**src/rtl/issue_fifo_inorder.sv**
```systemverilog
// In-order issue buffer: holds renamed instructions until both source operands
// are ready, then hands the oldest one to the execute pipeline register.
module issue_fifo_inorder #(
   parameter int DEPTH     = 4,
   parameter int PREG_W    = 6,
   parameter int PAYLOAD_W = 160
) (
   input  logic                    clock,
   input  logic                    reset_n,
   input  logic                    flush_valid,
   input  logic                    enq_valid,
   output logic                    enq_ready,
   input  logic [PAYLOAD_W-1:0]    enq_payload,
   input  logic [PREG_W-1:0]       enq_prs1,
   input  logic [PREG_W-1:0]       enq_prs2,
   input  logic [PREG_W-1:0]       enq_prd,
   input  logic                    enq_src1_is_reg,
   input  logic                    enq_src2_is_reg,
   input  logic [2**PREG_W-1:0]    busy_vec,
   input  logic                    wb_valid,
   input  logic [PREG_W-1:0]       wb_prd,
   output logic                    deq_valid,
   input  logic                    deq_ready,
   output logic [PAYLOAD_W-1:0]    deq_payload,
   output logic [PREG_W-1:0]       deq_prs1,
   output logic [PREG_W-1:0]       deq_prs2,
   output logic [PREG_W-1:0]       deq_prd,
   output logic [$clog2(DEPTH):0]  count
);

   localparam int IDX_W = $clog2(DEPTH);
   localparam int PTR_W = IDX_W + 1;

   // A source is ready at enqueue if it is not a register, is the hardwired
   // zero register, is not busy, or is being written back this very cycle.
   function automatic logic src_ready(input logic               is_reg,
                                      input logic [PREG_W-1:0]  prs,
                                      input logic [2**PREG_W-1:0] busy,
                                      input logic               wbv,
                                      input logic [PREG_W-1:0]  wbp);
      return !is_reg || (prs == '0) || !busy[prs] || (wbv && (wbp == prs));
   endfunction

   logic [PTR_W-1:0]     head_q, head_d;
   logic [PTR_W-1:0]     tail_q, tail_d;
   logic [PAYLOAD_W-1:0] payload_q [DEPTH];
   logic [PAYLOAD_W-1:0] payload_d [DEPTH];
   logic [PREG_W-1:0]    prs1_q [DEPTH];
   logic [PREG_W-1:0]    prs1_d [DEPTH];
   logic [PREG_W-1:0]    prs2_q [DEPTH];
   logic [PREG_W-1:0]    prs2_d [DEPTH];
   logic [PREG_W-1:0]    prd_q  [DEPTH];
   logic [PREG_W-1:0]    prd_d  [DEPTH];
   logic [DEPTH-1:0]     rdy1_q, rdy1_d;
   logic [DEPTH-1:0]     rdy2_q, rdy2_d;

   logic [IDX_W-1:0]     head_idx;
   logic [IDX_W-1:0]     tail_idx;
   logic                 empty;
   logic                 full;
   logic                 enq_fire;
   logic                 deq_fire;
   logic [DEPTH-1:0]     occupied;

   assign head_idx  = head_q[IDX_W-1:0];
   assign tail_idx  = tail_q[IDX_W-1:0];
   assign empty     = (head_q == tail_q);
   assign full      = (head_idx == tail_idx) && (head_q[IDX_W] != tail_q[IDX_W]);
   assign count     = tail_q - head_q;

   // Readiness and head fields come from registered state only; flush gates both sides.
   assign enq_ready = !full && !flush_valid;
   assign deq_valid = !empty && rdy1_q[head_idx] && rdy2_q[head_idx] && !flush_valid;
   assign enq_fire  = enq_valid && enq_ready;
   assign deq_fire  = deq_valid && deq_ready;

   assign deq_payload = payload_q[head_idx];
   assign deq_prs1    = prs1_q[head_idx];
   assign deq_prs2    = prs2_q[head_idx];
   assign deq_prd     = prd_q[head_idx];

   // Mark slots that currently hold a live entry (distance from head below count).
   always_comb begin
      occupied = '0;
      for (int i = 0; i < DEPTH; i++) begin
         occupied[i] = ({1'b0, IDX_W'(i) - head_idx} < count);
      end
   end

   // Next state: flush wins; otherwise wakeup live entries, write tail, advance head.
   always_comb begin
      head_d    = head_q;
      tail_d    = tail_q;
      payload_d = payload_q;
      prs1_d    = prs1_q;
      prs2_d    = prs2_q;
      prd_d     = prd_q;
      rdy1_d    = rdy1_q;
      rdy2_d    = rdy2_q;
      if (flush_valid) begin
         head_d = '0;
         tail_d = '0;
         rdy1_d = '0;
         rdy2_d = '0;
      end else begin
         if (wb_valid) begin
            for (int i = 0; i < DEPTH; i++) begin
               if (occupied[i] && (prs1_q[i] == wb_prd)) rdy1_d[i] = 1'b1;
               if (occupied[i] && (prs2_q[i] == wb_prd)) rdy2_d[i] = 1'b1;
            end
         end
         // The tail slot is never live when enqueue fires, so this cannot clobber a wakeup.
         if (enq_fire) begin
            payload_d[tail_idx] = enq_payload;
            prs1_d[tail_idx]    = enq_prs1;
            prs2_d[tail_idx]    = enq_prs2;
            prd_d[tail_idx]     = enq_prd;
            rdy1_d[tail_idx]    = src_ready(enq_src1_is_reg, enq_prs1, busy_vec, wb_valid, wb_prd);
            rdy2_d[tail_idx]    = src_ready(enq_src2_is_reg, enq_prs2, busy_vec, wb_valid, wb_prd);
            tail_d              = tail_q + PTR_W'(1);
         end
         if (deq_fire) begin
            head_d = head_q + PTR_W'(1);
         end
      end
   end

   // State registers with asynchronous clear of pointers and every entry field.
   always_ff @(posedge clock or negedge reset_n) begin
      if (!reset_n) begin
         head_q <= '0;
         tail_q <= '0;
         rdy1_q <= '0;
         rdy2_q <= '0;
         for (int i = 0; i < DEPTH; i++) begin
            payload_q[i] <= '0;
            prs1_q[i]    <= '0;
            prs2_q[i]    <= '0;
            prd_q[i]     <= '0;
         end
      end else begin
         head_q    <= head_d;
         tail_q    <= tail_d;
         rdy1_q    <= rdy1_d;
         rdy2_q    <= rdy2_d;
         payload_q <= payload_d;
         prs1_q    <= prs1_d;
         prs2_q    <= prs2_d;
         prd_q     <= prd_d;
      end
   end

endmodule

```
**config.mk**
```make
export PLATFORM = sky130hd
export DESIGN_NAME = issue_fifo_inorder
export DESIGN_NICKNAME = d
export VERILOG_FILES = /design/src/rtl/issue_fifo_inorder.sv
export SDC_FILE = /design/constraint.sdc
export NUM_CORES = 1
export LEC_CHECK = 0
export BUFFER_PORTS_ARGS = -buffer_cell sky130_fd_sc_hd__buf_2
export CORE_UTILIZATION = 53
export DETAILED_ROUTE_END_ITERATION = 12
export PLACE_DENSITY_LB_ADDON = 0.05
export SYNTH_ARGS = -nofsm -noshare
export SYNTH_HDL_FRONTEND = slang
export SYNTH_SLANG_ARGS = --single-unit
```
**constraint.sdc**
```tcl
create_clock -name clock -period 2.5 [get_ports clock]
set_input_delay 0.25 -clock clock [delete_from_list [all_inputs] [get_ports clock]]
set_output_delay 0.25 -clock clock [all_outputs]
set_load 0.03 [all_outputs]
```
-- After elaboration in Yosys (flattened, before gate mapping)
Index checks and enable logic that the tools add are counted.
W data, S select, Z words.
- $add $sub $neg: 7
- magnitude comparators: 12
- equality and inequality tests: 13
- muxes and demuxes: 52
- bitwise operators: 3
- reduce and logical (&&, ||, !) cells: 37
- operator list (cell ; number):
    $bwmux W640 ; 1
    $mux W160 ; 3
    $bmux W160 S2 ; 1
    $demux W160 S2 ; 1
    $bwmux W24 ; 3
    $eq A6 B6 Y1 ; 10
    $mux W6 ; 7
    $bmux W6 S2 ; 3
    $mux W4 ; 8
    $logic_and A1 B1 Y1 ; 19
    $lt A6 B7 Y1 const B ; 2
    $mux W1 ; 13
    $bmux W1 S6 ; 2
    $demux W6 S2 ; 1
    $logic_not A6 Y1 ; 2
    $lt A2 B3 Y1 ; 4
    $mux W3 ; 4
    $bwmux W4 ; 2
    $logic_not A1 Y1 ; 7
    $add A3 B1 Y3 const B ; 2
    $ge A3 B3 Y1 const B ; 2
    $logic_or A1 B1 Y1 ; 6
    $lt A2 B3 Y1 const B ; 2
    $not A2 Y3 ; 2
    other kinds (13) ; 17
- register bits: 726
- input port bits: 256
- output and inout bits: 183
- logic and storage cells: 144

-- Logic depth before layout (Yosys ltp)
- depth in word-level cells: 9
- gate-level depth with buffers: 12
- depth with buffers taken out: 12

-- Worst setup path after synthesis
No wires, ideal clock.
- path type: register -> register
- start: reg tail_q[0]
- end: reg rdy1_q[3]
- setup time: 94 ps
- data arrival time: 2582 ps
- required time: 2406 ps
- path slack: -176 ps
- stages on the path, launching flop included: 12
- buffers on the path: 0
- clock period less this slack: 2676 ps
- cell sequence: dfrtp_1 inv_1 ha_1 inv_1 fa_1 inv_1 ha_1 a21oi_1 o21ai_0 nor4_1 nor3_1 a211oi_1
- longest elaborated chain between the ends: 9
- elaborated cells on any way between the ends: 19
- those cells by class: 1 x add/sub; 3 x order compare; 1 x eq/ne; 8 x mux; 6 x reduce/logical
- RTL lines (element ; line ; source):
    start, declared ; 45 ; logic [PTR_W-1:0] tail_q, tail_d;
    start signal, assigned ; 143 ; tail_q <= tail_d;
    $sub A3 B3 Y3 * ; 69 ; assign count = tail_q - head_q;
    named net count[1] ; 28 ; output logic [$clog2(DEPTH):0] count
    $lt A2 B3 Y1 * ; 86 ; occupied[i] = ({1'b0, IDX_W'(i) - head_idx} < count);
    $logic_and A1 B1 Y1 * ; 108 ; if (occupied[i] && (prs1_q[i] == wb_prd)) rdy1_d[i] = 1'b1;
    $mux W1 * ; 108 ;
    $mux W4 * ; 106 ; if (wb_valid) begin
    $mux W4 * ; 100 ; if (flush_valid) begin
    $bwmux W4 ; 118 ; rdy1_d[tail_idx] = src_ready(enq_src1_is_reg, enq_prs1, busy_vec, wb_valid, wb_prd);
    $mux W4 * ; 113 ; if (enq_fire) begin
    $mux W4 * ; 100 ;
    named net rdy1_d[3] ; 54 ; logic [DEPTH-1:0] rdy1_q, rdy1_d;
    end signal, assigned ; 144 ; rdy1_q <= rdy1_d;
    end, declared ; 54 ;
Mark *: on every way through the listed nets, which the timed path passes. The rest lies on a longest branch. The select of a mux whose other input is x is not followed.
A chain may end at the register's enable or synchronous reset.

-- Worst setup path in the final report
- start: reg head_q[0]
- end: out deq_valid
- longest elaborated chain between the ends: 5
- elaborated cells on any way between the ends: 9
- those cells by class: 1 x eq/ne; 4 x mux; 4 x reduce/logical
- RTL lines (element ; line ; source):
    start, declared ; 44 ; logic [PTR_W-1:0] head_q, head_d;
    start signal, assigned ; 131 ; head_q <= '0;
    start signal, assigned ; 142 ; head_q <= head_d;
    $bmux W1 S2 or $eq A3 B3 Y1 (tied branches) ; 73, 67 ;
    $mux W1 (not written as such) or $logic_not A1 Y1 (tied branches) ; 73 ; assign deq_valid = !empty && rdy1_q[head_idx] && rdy2_q[head_idx] && !flush_valid;
    $logic_and A1 B1 Y1 ; 73 ;
    $logic_and A1 B1 Y1 * (2 in series) ; 73 ;
    end, declared ; 22 ; output logic deq_valid,
Mark *: on every way between the ends. The rest lies on a longest branch, timed or not. The select of a mux whose other input is x is not followed.

==> impl_metrics.yaml <==
outcome:
  status: "complete, but fails checks"
  violations: "negative setup slack"
detailed_routing:
  viasPerCell: 5.702
  routed_wl_microns: 88340
  drcViolationCount: 0
  drt_iter0_drc: 1025
  firstDrtPassIters: 4
  wl_per_cell_microns: 24.36
  vias: 20680
  ant_nets: 0
setup_path:
  r2r_slack_ns: -0.08
  ff2ff_path_depth: 10
  endpoint_kind: "output port"
  cp-startpoint: "head_q[0]"
  critPathKind: "reg2out"
  cp-start-kind: "flip-flop"
  reg2reg_to: "payload_q[242]"
  crit_end: "deq_valid"
  cp.required_ns: 2.25
  r2r_start: "head_q[0]"
  arrival_ns: 2.37
  crit_fanout: 5
die:
  initial_core_util_pct: 53.87
  num_rows: 91
  ios: 439
  core_sq_um: 62050
  fp.dieW_microns: 253.1
  die_y_microns: 253.1
  die-area_sq_um: 64080
cells_and_area:
  layout_common_cells: "dfrtp_1, mux2_2, buf_2"
  post-route-util_pct: 69.76
  syn2layout_area_growth_pct: 29.50
  final_common_cell: "dfrtp_1"
  num-nets-final: 2996
  final_area_sq_um: 43290
  instances_no_fill: 3626
  final_layout_size_suffix_gt1_share_pct: 53.14
timing:
  max_slew_margin_pct: 62.57
  fin_setup_tns_ns: -17.24
  final.period_utilization_pct: 104.7
  setup_viol: 577
  fin_ws_ns: -0.1184
  clock_skew_ns: 0.01772
  slew_viol_final: 0
  min_period_ns: 2.618
  hold_violations: 0
  worst_slew_pin_slew_ns: 0.5614
  fmax_mhz: 381.9
  rsz0062_at_grt: "yes"
clock_tree:
  cts-root-buf: "clkbuf_16"
  path_clk_slew_ns: 0.06
  cts_sinks: 726
  cts_buffers: 77
  clockBufferDepth: 3
  clock_latency_ns: 0.63
  tritoncts: "built"
  htree_levels: 3
hold_path:
  hp-class: "in2reg"
power_and_ir_drop:
  comb_power_share_pct: 26.1
  power.internal_mw: 28.63
  ir_drop_mv: 0.6309
  leakage_nw: 18.80
  p_total_mw: 40.04
  seqPwrFrac_pct: 44.3
  switching_share_pct: 28.49
  clkPwrFrac_pct: 29.6
  power_switching_mw: 11.41
  powerDensity_nw_per_um2: 925.0
yosys:
  synth_area_sq_um: 33430
  ys_ff_latch: 726
  synthesis.nets: 2314
  yosysSeqAreaShare_pct: 54.35
  synthCells: 2043
  synth_ff_type: "dfrtp_1"
  yosysWarnings: 0
  synth_edf_count: 0
  syn_area_per_cell_sq_um: 16.36
  yosysUniqueCellTypes: 46
  synthArstFlopShare_pct: 100.0
placed_design:
  placedCellCount: 3259
  gp_congestion: 0.8176
  postPlaceCellArea_sq_um: 37200
  dp_hpwl_microns: 53130
  port_buffers: 438
global_route:
  grt_pass1_vias: 23020
  grt-ovfl-total: 0
  grt_pass1_wl_microns: 132400
  grt_max_degree: 102
  grt_usage_pct: 27.01
  antenna_found_initial: 11
flow_run:
  maxCapViolCount: 0
through the flow:
step                      hold WS (ns)  setup WS, ns
final                          0.04905       -0.1184
after detailed placement        0.1939      -0.03568
after floorplan               -0.04559      -0.02615
after global placement          0.1886       0.02450
after global routing           0.03785       -0.1921
after CTS                     0.007748       -0.1333
area by class of cell:
cell class,count,area (sq um)
fillers,4201,18760
flip-flops and latches,726,18170
multi-input cells,1156,14540
repair buffers,752,6830
clock buffers,118,2315
well taps,837,1047
clock inverters,19,317.8
inverters,12,47.55
diodes,6,15.01
layer usage:
metal / GRT usage [%] / routed length, microns
met4: 8.987 / 2287
met3: 5.962 / 4426
met2: 45.57 / 45040
met1: 34.64 / 36530
met5: 0 / 55
kinds of logic after synthesis:
logic type / Yosys count / synth area share, %
muxes: 944 / 38.29
xor gates and xnor gates: 64 / 1.699
DFF: 726 / 54.35
adders and majority gates: 15 / 0.5839
AOI/OAI and AO/OA: 47 / 1.063
and+or+nand+nor: 86 / 1.392
buffers and inverters: 161 / 2.624
how the worst min path moves through the flow:
stage | from | to | depth (start not counted)
2_1_floorplan | reset_n | head_q[0] | 0
3_3_place_gp | reset_n | payload_q[617] | 1
3_5_place_dp | reset_n | payload_q[137] | 1
4_1_cts | enq_prs1[5] | prs1_q[5] | 2
5_1_grt | enq_prs1[5] | prs1_q[17] | 2
6_report | enq_prs1[5] | prs1_q[11] | 2
cell usage after synthesis (all sizes together) (10+ instances only):
library cell / count / share of area, %
xnor2: 44 / 1.2
dfrtp: 726 / 54
xor2: 20 / 0.52
ha: 14 / 0.52
inv: 12 / 0.13
buf: 127 / 2.2
a211oi: 12 / 0.31
mux4: 196 / 13
nand4: 10 / 0.19
mux2: 718 / 24
nand2: 15 / 0.17
mux2i: 30 / 0.90
nor2: 11 / 0.13
clkbuf: 22 / 0.25
nor4: 10 / 0.19
nor3: 11 / 0.16
worst max-delay path, cell delays in order (launching register included):
cell and delay, ns:
dfrtp_4 0.52, buf_12 0.15, inv_2 0.06, mux4_2 0.52, a311oi_4 0.30, buf_6 0.19
repair_timing:
item,4_1_cts,5_1_grt
pin swaps,13,10
endpoints found under the hold margin,910,0
gates cloned,11,21
hold buffers,169,0
setup buffers,7,16
setup endpoints to repair,188,567
resized for setup,122,124
sequential cells by signal (all words and copies together) (netlist names):
register / count
rdy1_q: 4
tail_q: 3
prs2_q: 24
prs1_q: 24
head_q: 3
payload_q: 640
rdy2_q: 4
prd_q: 24
power by group through the flow:
stage / clock network [mW] / logic, mW / registers, mW
floorplan: 0 / 7.18 / 17.1
global placement: 0 / 9.33 / 17.6
detailed placement: 0 / 9.63 / 17.9
CTS: 12.1 / 10.2 / 17.7
global route: 12.5 / 11.1 / 18.2
finish: 11.9 / 10.5 / 17.7
No activity file was read; power rests on OpenSTA's default activity.
